<file path="src/rtl/ps2_pkg.sv">
// ps2_pkg: shared types and constants for the PS/2 key tracker.
//   frame_state_t  - receive frame FSM states
//   PS2_BREAK/EXT  - prefix bytes of the set-2 scan code protocol
//   KEY_*          - {ext, code} entries for the default W/S/O/L key table
package ps2_pkg;

    typedef enum logic [1:0] {
        ST_IDLE,
        ST_DATA,
        ST_PARITY,
        ST_STOP
    } frame_state_t;

    localparam logic [7:0] PS2_BREAK = 8'hF0;
    localparam logic [7:0] PS2_EXT   = 8'hE0;

    localparam logic [8:0] KEY_W = 9'h01d;
    localparam logic [8:0] KEY_S = 9'h01b;
    localparam logic [8:0] KEY_O = 9'h044;
    localparam logic [8:0] KEY_L = 9'h04b;

endpackage

</file>
<file path="src/rtl/ps2_rx_frame.sv">
// ps2_rx_frame: PS/2 receive front end.
// Synchronises both raw lines, deglitches the clock, and decodes one
// 11-bit frame (start, 8 data LSB first, odd parity, stop).
//   clk, rst_n   - system clock, async active-low reset
//   ps2_clk/dat  - raw asynchronous PS/2 lines
//   byte_valid   - combinational strobe in the cycle of the stop-bit fall
//   data_byte    - received byte, meaningful with byte_valid
//   err          - combinational strobe on parity/stop error or timeout
module ps2_rx_frame
    import ps2_pkg::*;
#(
    parameter int SYNC_STAGES = 2,
    parameter int FILTER_LEN  = 8,
    parameter int TIMEOUT_CYC = 50000
) (
    input  logic       clk,
    input  logic       rst_n,
    input  logic       ps2_clk,
    input  logic       ps2_dat,
    output logic       byte_valid,
    output logic [7:0] data_byte,
    output logic       err
);

    localparam int FW = $clog2(FILTER_LEN + 1);
    localparam int TW = $clog2(TIMEOUT_CYC + 1);

    logic [SYNC_STAGES-1:0] clk_sync, dat_sync;
    logic                   clk_s, dat_s;
    logic [FW-1:0]          flt_cnt;
    logic                   filt, filt_d, fall;

    frame_state_t state, state_nx;
    logic [7:0]   shreg;
    logic [2:0]   bit_cnt;
    logic         par_bit;
    logic [TW-1:0] tmo_cnt;
    logic         tmo_hit;

    // Synchronisers idle high, matching an idle PS/2 bus.
    always_ff @(posedge clk or negedge rst_n) begin
        if (!rst_n) begin
            clk_sync <= '1;
            dat_sync <= '1;
        end else begin
            clk_sync <= {clk_sync[SYNC_STAGES-2:0], ps2_clk};
            dat_sync <= {dat_sync[SYNC_STAGES-2:0], ps2_dat};
        end
    end

    assign clk_s = clk_sync[SYNC_STAGES-1];
    assign dat_s = dat_sync[SYNC_STAGES-1];

    // Level only flips after FILTER_LEN consecutive disagreeing samples;
    // any agreeing sample restarts the count, so short glitches vanish.
    always_ff @(posedge clk or negedge rst_n) begin
        if (!rst_n) begin
            flt_cnt <= '0;
            filt    <= 1'b1;
            filt_d  <= 1'b1;
            fall    <= 1'b0;
        end else begin
            if (clk_s == filt) begin
                flt_cnt <= '0;
            end else if (flt_cnt == FW'(FILTER_LEN - 1)) begin
                filt    <= clk_s;
                flt_cnt <= '0;
            end else begin
                flt_cnt <= flt_cnt + 1'b1;
            end
            filt_d <= filt;
            fall   <= filt_d & ~filt;
        end
    end

    assign tmo_hit   = (state != ST_IDLE) && !fall && (tmo_cnt == TW'(TIMEOUT_CYC - 1));
    assign data_byte = shreg;

    always_ff @(posedge clk or negedge rst_n) begin
        if (!rst_n) state <= ST_IDLE;
        else        state <= state_nx;
    end

    always_comb begin
        state_nx   = state;
        byte_valid = 1'b0;
        err        = 1'b0;
        case (state)
            ST_IDLE:   if (fall && !dat_s) state_nx = ST_DATA;
            ST_DATA:   if (fall && bit_cnt == 3'd7) state_nx = ST_PARITY;
            ST_PARITY: if (fall) state_nx = ST_STOP;
            ST_STOP: begin
                if (fall) begin
                    state_nx = ST_IDLE;
                    if (dat_s && ^{shreg, par_bit}) byte_valid = 1'b1;
                    else                            err        = 1'b1;
                end
            end
            default:   state_nx = ST_IDLE;
        endcase
        // tmo_hit excludes fall, so it never collides with the STOP decision.
        if (tmo_hit) begin
            state_nx = ST_IDLE;
            err      = 1'b1;
        end
    end

    always_ff @(posedge clk or negedge rst_n) begin
        if (!rst_n) begin
            shreg   <= '0;
            bit_cnt <= '0;
            par_bit <= 1'b0;
            tmo_cnt <= '0;
        end else begin
            if (fall) begin
                case (state)
                    ST_IDLE:   bit_cnt <= '0;
                    ST_DATA: begin
                        shreg   <= {dat_s, shreg[7:1]};
                        bit_cnt <= bit_cnt + 3'd1;
                    end
                    ST_PARITY: par_bit <= dat_s;
                    default:   ;
                endcase
            end
            if (state == ST_IDLE || fall || tmo_hit) tmo_cnt <= '0;
            else                                     tmo_cnt <= tmo_cnt + 1'b1;
        end
    end

endmodule

</file>
<file path="src/rtl/ps2_key_tracker.sv">
// ps2_key_tracker: PS/2 keyboard receiver with a held-key table.
//   iCLK_50, reset     - system clock, async active-low reset
//   ps2_clk, ps2_dat   - raw PS/2 lines (input only)
//   clear              - sync clear of key_down and pending prefixes
//   key_down           - held flag per KEY_CODES entry
//   scan_valid/code/ext/break - last decoded code, pulse + held fields
//   frame_err          - pulse on any frame error or timeout
//   err_count          - saturating error count, cleared only by reset
module ps2_key_tracker
    import ps2_pkg::*;
#(
    parameter int                    NUM_KEYS    = 4,
    parameter logic [9*NUM_KEYS-1:0] KEY_CODES   = {KEY_L, KEY_O, KEY_S, KEY_W},
    parameter bit                    PAIR_LOCK   = 1'b1,
    parameter int                    SYNC_STAGES = 2,
    parameter int                    FILTER_LEN  = 8,
    parameter int                    TIMEOUT_CYC = 50000
) (
    input  logic                iCLK_50,
    input  logic                reset,
    input  logic                ps2_clk,
    input  logic                ps2_dat,
    input  logic                clear,
    output logic [NUM_KEYS-1:0] key_down,
    output logic                scan_valid,
    output logic [7:0]          scan_code,
    output logic                scan_ext,
    output logic                scan_break,
    output logic                frame_err,
    output logic [7:0]          err_count
);

    logic       byte_valid, rx_err;
    logic [7:0] data_byte;
    logic       ext_flag, brk_flag;
    logic       code_done;

    logic [NUM_KEYS-1:0] match, kd_nx;
    logic [NUM_KEYS:0]   kd_pad;
    logic                found;

    ps2_rx_frame #(
        .SYNC_STAGES (SYNC_STAGES),
        .FILTER_LEN  (FILTER_LEN),
        .TIMEOUT_CYC (TIMEOUT_CYC)
    ) u_rx (
        .clk        (iCLK_50),
        .rst_n      (reset),
        .ps2_clk    (ps2_clk),
        .ps2_dat    (ps2_dat),
        .byte_valid (byte_valid),
        .data_byte  (data_byte),
        .err        (rx_err)
    );

    assign code_done = byte_valid && (data_byte != PS2_BREAK) && (data_byte != PS2_EXT);

    // Prefix decoder and scan reporting.
    always_ff @(posedge iCLK_50 or negedge reset) begin
        if (!reset) begin
            ext_flag   <= 1'b0;
            brk_flag   <= 1'b0;
            scan_valid <= 1'b0;
            scan_code  <= 8'h00;
            scan_ext   <= 1'b0;
            scan_break <= 1'b0;
            frame_err  <= 1'b0;
            err_count  <= 8'h00;
        end else begin
            scan_valid <= 1'b0;
            frame_err  <= rx_err;
            if (byte_valid) begin
                if (data_byte == PS2_BREAK) begin
                    brk_flag <= 1'b1;
                end else if (data_byte == PS2_EXT) begin
                    ext_flag <= 1'b1;
                end else begin
                    scan_valid <= 1'b1;
                    scan_code  <= data_byte;
                    scan_ext   <= ext_flag;
                    scan_break <= brk_flag;
                    ext_flag   <= 1'b0;
                    brk_flag   <= 1'b0;
                end
            end
            if (rx_err || clear) begin
                ext_flag <= 1'b0;
                brk_flag <= 1'b0;
            end
            if (rx_err && err_count != 8'hFF) err_count <= err_count + 8'd1;
        end
    end

    // Table lookup is done on the live prefix flags and byte so key_down
    // lands in the same cycle that scan_valid rises.
    always_comb begin
        match = '0;
        found = 1'b0;
        for (int i = 0; i < NUM_KEYS; i++) begin
            if (!found && KEY_CODES[9*i +: 9] == {ext_flag, data_byte}) begin
                match[i] = 1'b1;
                found    = 1'b1;
            end
        end
    end

    // Padded by one so the partner index of an unpaired last key stays in range.
    assign kd_pad = {1'b0, key_down};

    always_comb begin
        kd_nx = key_down;
        for (int i = 0; i < NUM_KEYS; i++) begin
            if (code_done && match[i]) begin
                if (brk_flag)                          kd_nx[i] = 1'b0;
                else if (!(PAIR_LOCK && kd_pad[i ^ 1])) kd_nx[i] = 1'b1;
            end
        end
        if (clear) kd_nx = '0;
    end

    always_ff @(posedge iCLK_50 or negedge reset) begin
        if (!reset) key_down <= '0;
        else        key_down <= kd_nx;
    end

endmodule

</file>
<file path="config.mk">
export PLATFORM = sky130hd
export DESIGN_NAME = ps2_key_tracker
export DESIGN_NICKNAME = d
export VERILOG_FILES = /design/src/rtl/ps2_pkg.sv /design/src/rtl/ps2_rx_frame.sv /design/src/rtl/ps2_key_tracker.sv
export SDC_FILE = /design/constraint.sdc
export NUM_CORES = 1
export LEC_CHECK = 0
export ABC_AREA = 0
export CAP_MARGIN = 10
export CORE_ASPECT_RATIO = 1.5
export CORE_MARGIN = 3
export CORE_UTILIZATION = 45
export CTS_BUF_LIST = sky130_fd_sc_hd__clkbuf_16
export CTS_CLUSTER_DIAMETER = 60
export CTS_CLUSTER_SIZE = 30
export DETAILED_ROUTE_END_ITERATION = 8
export PLACE_DENSITY = 0.68
export REMOVE_ABC_BUFFERS = 1
export SETUP_SLACK_MARGIN = 0.4
export SYNTH_ARGS = -nofsm -noshare
export SYNTH_HDL_FRONTEND = slang
export SYNTH_SLANG_ARGS = --single-unit
export TNS_END_PERCENT = 1
</file>
<file path="constraint.sdc">
create_clock -name iCLK_50 -period 6.3 [get_ports iCLK_50]
set_input_delay 1.26 -clock iCLK_50 [delete_from_list [all_inputs] [get_ports iCLK_50]]
set_output_delay 1.26 -clock iCLK_50 [all_outputs]
set_load 0.005 [all_outputs]
</file>
# Word-level counts from Yosys, hierarchy flattened
# Index checks and enable logic that the tools add are counted.
# W data, S select, Z words.
# totals
regBits	67
latch_bits	0
mem_bits_rw	0
rom_bits	0
in_bits	5
output_inout_bits	24
mem_count	0
# op_classes
add_sub_neg	4
multipliers	0
n_div	0
order_cmp	0
n_eq_ne	26
n_shift	0
mux	47
bitwise	5
reduce_logical	44
# op_table
op	count
$mux W1	36
$ne A8 B8 Y1 const B	3
$reduce_and A2 Y1	10
$eq A5 B9 Y1 const A	2
$eq A7 B9 Y1 const A	2
$add A16 B1 Y16 const B	1
$eq A16 B16 Y1 const B	1
$eq A8 B8 Y1 const B	2
$mux W16	1
$logic_and A1 B1 Y1	15
$ne A3 B2 Y1 const B	5
$reduce_bool A2 Y1	7
$mux W4	3
$ne A3 B1 Y1 const B	4
$mux W2	5
$reduce_xor A9 Y1	1
$add A8 B1 Y8 const B	1
$pmux W2 S4	1
$pmux W3 S2	1
$logic_not A1 Y1	5
$add A4 B1 Y4 const B	1
$eq A2 B2 Y1 const B	2
$eq A4 B3 Y1 const B	1
$not A1 Y1	4
10 further kinds	12

# Depth between registers and ports, before layout
# logic_depth
ltp_word	14
depth_mapped	9

# By module
# A second synthesis with hierarchy kept.
# unflattened
hier_cells	291
hier_area_um2	3134.3
# by_module_without_submodules
mod	instances	cells_per_inst	area_each_um2	seq_area_each_um2
ps2_rx_frame	1	176	1965.6	1033.5
ps2_key_tracker	1	115	1168.6	650.6

# Least setup slack after synthesis
# Ideal clock, no wire load.
# synth_timing
path_type	register to register
start	register u_rx.shreg[4] (netlist: u_rx.data_byte[4])
end	register err_count[1]
setup_time_ns	0.125
arrival_time_ns	1.944
required_ns	6.175
slack_ns	4.230
stages_incl_launch_ff	8
period_less_slack_ns	2.070
cell_sequence	dfrtp_1 -> buf_6 -> xnor2_1 -> xnor3_2 -> xnor2_2 -> a21oi_2 -> o21ai_2 -> mux2_4
# synth_between
elab_chain_len	7
# synth_rtl
element	line_no	text
start: declaration	ps2_rx_frame.sv:34	logic [7:0] shreg;
start signal: assignment	ps2_rx_frame.sv:119	shreg <= {dat_s, shreg[7:1]};
$reduce_xor A9 Y1	ps2_rx_frame.sv:95	if (dat_s && ^{shreg, par_bit}) byte_valid = 1'b1;
$logic_and A1 B1 Y1	ps2_rx_frame.sv:95	
$mux W1	ps2_rx_frame.sv:95	
$mux W1	ps2_rx_frame.sv:93	if (fall) begin
$mux W1	ps2_rx_frame.sv:88	case (state)
$mux W1	ps2_rx_frame.sv:102	if (tmo_hit) begin
$logic_and A1 B1 Y1	ps2_key_tracker.sv:90	if (rx_err && err_count != 8'hFF) err_count <= err_count + 8'd1;
end signal: assignment	ps2_key_tracker.sv:90	
end: declaration	ps2_key_tracker.sv:30	output logic [7:0] err_count
# No other way between the ends.
# A chain may end at the register's enable or synchronous reset.

# Final worst setup path
# layout_timing
start	register err_count[0]
end	output port err_count[0]
# No word-level cell between the ends.

==> results.txt <==
Post-synth EDFFs -> 0
First-pass GRT wire length -> 10.2 mm
CP Data Arrival Time -> 1.28 ns
Layout Cells excl Fill -> 403
Rel. slew slack -> 44.2%
Placed inst area -> 3440 um^2
Area growth syn-to-layout -> 20.4%
Hpwl dp -> 4.05 mm
RD Place Congestion -> 0.788
Initial Util -> 47.0%
Top FF cell, synth -> dfrtp_1
Vias per cell -> 5.39
Post-route DRC violation count -> 0
RR Startpoint -> u_rx.data_byte[2]
Distinct cell type count after synthesis -> 45
Worst path top cell family by delay -> buffers and inverters
Port bufs -> 28
Setup violations, final -> 0
Vias -> 2171
VDD IR max -> 0.000172 V
Hold Startpoint -> u_rx.dat_sync[0]
Hold Vio Cnt, Final -> 0
Later-pin clock latency in the skew report -> 0.33 ns
Drt first pass iters -> 4
Number of antenna diodes -> 0
Worst path max stage delay -> 0.53 ns
Clock buffer depth -> 2
Fin Setup TNS -> 0 ns
Max Cap Violations -> 0
Placed insts -> 387
Gr ovfl total -> 0
IO Pins -> 29
Synth warn -> 0
Slew @ Worst Pin -> 0.837 ns
Critical Path Start -> err_count[0]
RSZ-0062 raised after global routing -> no
Final nets -> 336
Resized cells post-CTS -> 0
Crit path kind -> flip-flop to output pin
Antenna-violating nets left -> 0
Core area -> 6580 um^2
Synth Cell Area -> 3090 um^2
Vias in the first global route -> 2230
FP Rows -> 36
Die X -> 73.7 um
Buf+Inv Stages, Crit Path -> 1
Initial DRC count -> 149
Area contributors post-synth -> dfrtp_1 (49%), xnor2_1 (5.4%), dfstp_2 (5.1%)
P per Cell Area -> 339 nW/um^2
Synth Area per Inst -> 10.8 um^2
WL/cell -> 14.7 um
Share of the synthesized area in the top cell type -> 49.4%
Leak -> 1.69 nW
Synthesized flop and latch total -> 67
CTS tree -> yes
Max Fclk -> 393 MHz
Final min period -> 2.54 ns
Post-synth ARST share -> 100%
Fin. max-slew vios -> 0
Worst clock skew -> 0.00607 ns
Startpoint Class -> flip-flop
Status -> completed
Layout cells sized above 1 -> 11.9%
Critical Path RT -> 5.04 ns
Worst Hold Class -> flip-flop to flip-flop
Crit-path slowest cell -> clkdlybuf4s50_1
Post-route cell area -> 3720 um^2
Hold_buf cts -> 0
Critical-path cell list -> clkdlybuf4s50_1
Post-CTS setup buffers -> 0
Die Span Y -> 108 um
Clock sink count -> 67
Clock transition at path regs -> 0.05 ns
CTS H-tree depth -> 3
Synth Instances -> 287
Largest net degree at the start of global routing -> 68
Total Routing Usage GR -> 16.9%
CTS Buf Count -> 9
Leading area contributor after synthesis -> dfrtp_1
Final WL -> 5.91 mm
CP Max Fanout -> 5
Tcrit/Tclk final -> 40.4%
Die footprint -> 7920 um^2
Register area share after synthesis -> 54.4%
Antenna violations before repair -> 0
Element type at the critical path end -> output pin
CTS root buffer -> clkbuf_16
==> worst paths after layout <==
| kind | end | slack (ns) | cells past startpoint |
|---|---|---|---|
| max | err_count[0] | 3.76 | 1 |
| min | u_rx.dat_sync[1] | 0.36 | 0 |
| max reg2reg | key_down[1] | 3.92 | 7 |
| min reg2reg | u_rx.dat_sync[1] | 0.36 | 0 |
| max in group asynchronous | u_rx.tmo_cnt[15] | 4.63 | 2 |
| min in group asynchronous | err_count[0] | 1.12 | 2 |
==> report_power, final <==
| part | internal [W] | leakage [nW] | total, W | switching, W |
|---|---|---|---|---|
| Clock | 0.000299 | 0.150 | 0.000470 | 0.000171 |
| Combinational | 0.000112 | 0.636 | 0.000253 | 0.000141 |
| Sequential | 0.000485 | 0.903 | 0.000538 | 0.0000526 |
| Total | 0.000896 | 1.69 | 0.00126 | 0.000365 |
==> cells in the mapped netlist, types with 7 or more instances <==
cell type	count
dfrtp_1	61
nand2_1	39
nor2_1	32
xnor2_1	19
inv_1	10
ha_1	9
nand3_1	9
mux2_2	8
o21ai_0	8
xor2_1	8
nor3_1	7
==> metrics by stage <==
step / setup WS, ns / util, % / hold slack [ns] / power [W]
after floorplan: 4.17 / - / 0.345 / 0.000725
after global placement: 3.94 / 52.4 / 0.345 / 0.000790
after detailed placement: 3.91 / 52.4 / 0.351 / 0.000802
after CTS: 3.74 / 56.6 / 0.359 / 0.00128
after global routing: 3.69 / 56.6 / 0.361 / 0.00133
final: 3.76 / 56.6 / 0.356 / 0.00126
==> cells in the final DEF (no fill, tap or decap), types with 3 or more instances in the layout <==
cell,instances
a21oi_1,6
a32o_1,3
and2_1,4
and3_1,6
clkbuf_16,9
clkdlybuf4s50_1,27
clkinv_2,3
dfrtp_1,61
dfstp_2,6
ha_1,9
inv_1,13
mux2_2,8
nand2_1,39
nand3_1,9
nand4_1,5
nor2_1,32
nor2b_1,4
nor3_1,7
nor4_1,3
nor4b_1,3
o2111ai_1,3
o211ai_1,3
o21ai_0,8
or3_1,3
xnor2_1,19
xor2_1,8
==> layer usage <==
metal	track usage [%]	part of all wire (%)	vias to the layer above
met1	19.9	43	1061
met4	8.81	2.2	0
met5	0	0	-
li1	-	-	1058
met2	27.7	51	41
met3	4.30	3.3	11
==> cells by family (layout without fill, tap and decap cells) <==
group	Yosys count	count (layout)	synth area share [%]
AO/OA/AOI/OAI	33	33	7.65
XOR/XNOR	29	29	8.94
adder cells (fa/ha/maj)	9	9	3.64
buffers and inverters	17	57	2.51
flip-flops	67	67	54.4
multiplexers	9	9	3.40
AND/OR/NAND/NOR	123	123	19.4
==> layout make-up <==
type,instances,area (um^2)
Clock buffer,9,225
Clock inverter,7,55.1
Fill cell,570,2850
Inverter,11,42.5
Multi-Input combinational cell,203,1330
Sequential cell,67,1680
Tap cell,76,95.1
Timing Repair Buffer,30,290
==> sequential cells by signal, summed over array words and instances, names as in the netlist <==
name            count
brk_flag            1
err_count           8
ext_flag            1
frame_err           1
key_down            4
scan_break          1
scan_code           8
scan_ext            1
scan_valid          1
u_rx.bit_cnt        3
u_rx.clk_sync       2
u_rx.dat_sync       2
u_rx.data_byte      8
u_rx.fall           1
u_rx.filt           1
u_rx.filt_d         1
u_rx.flt_cnt        4
u_rx.par_bit        1
u_rx.state          2
u_rx.tmo_cnt       16
(Power assumes the default switching activity.)
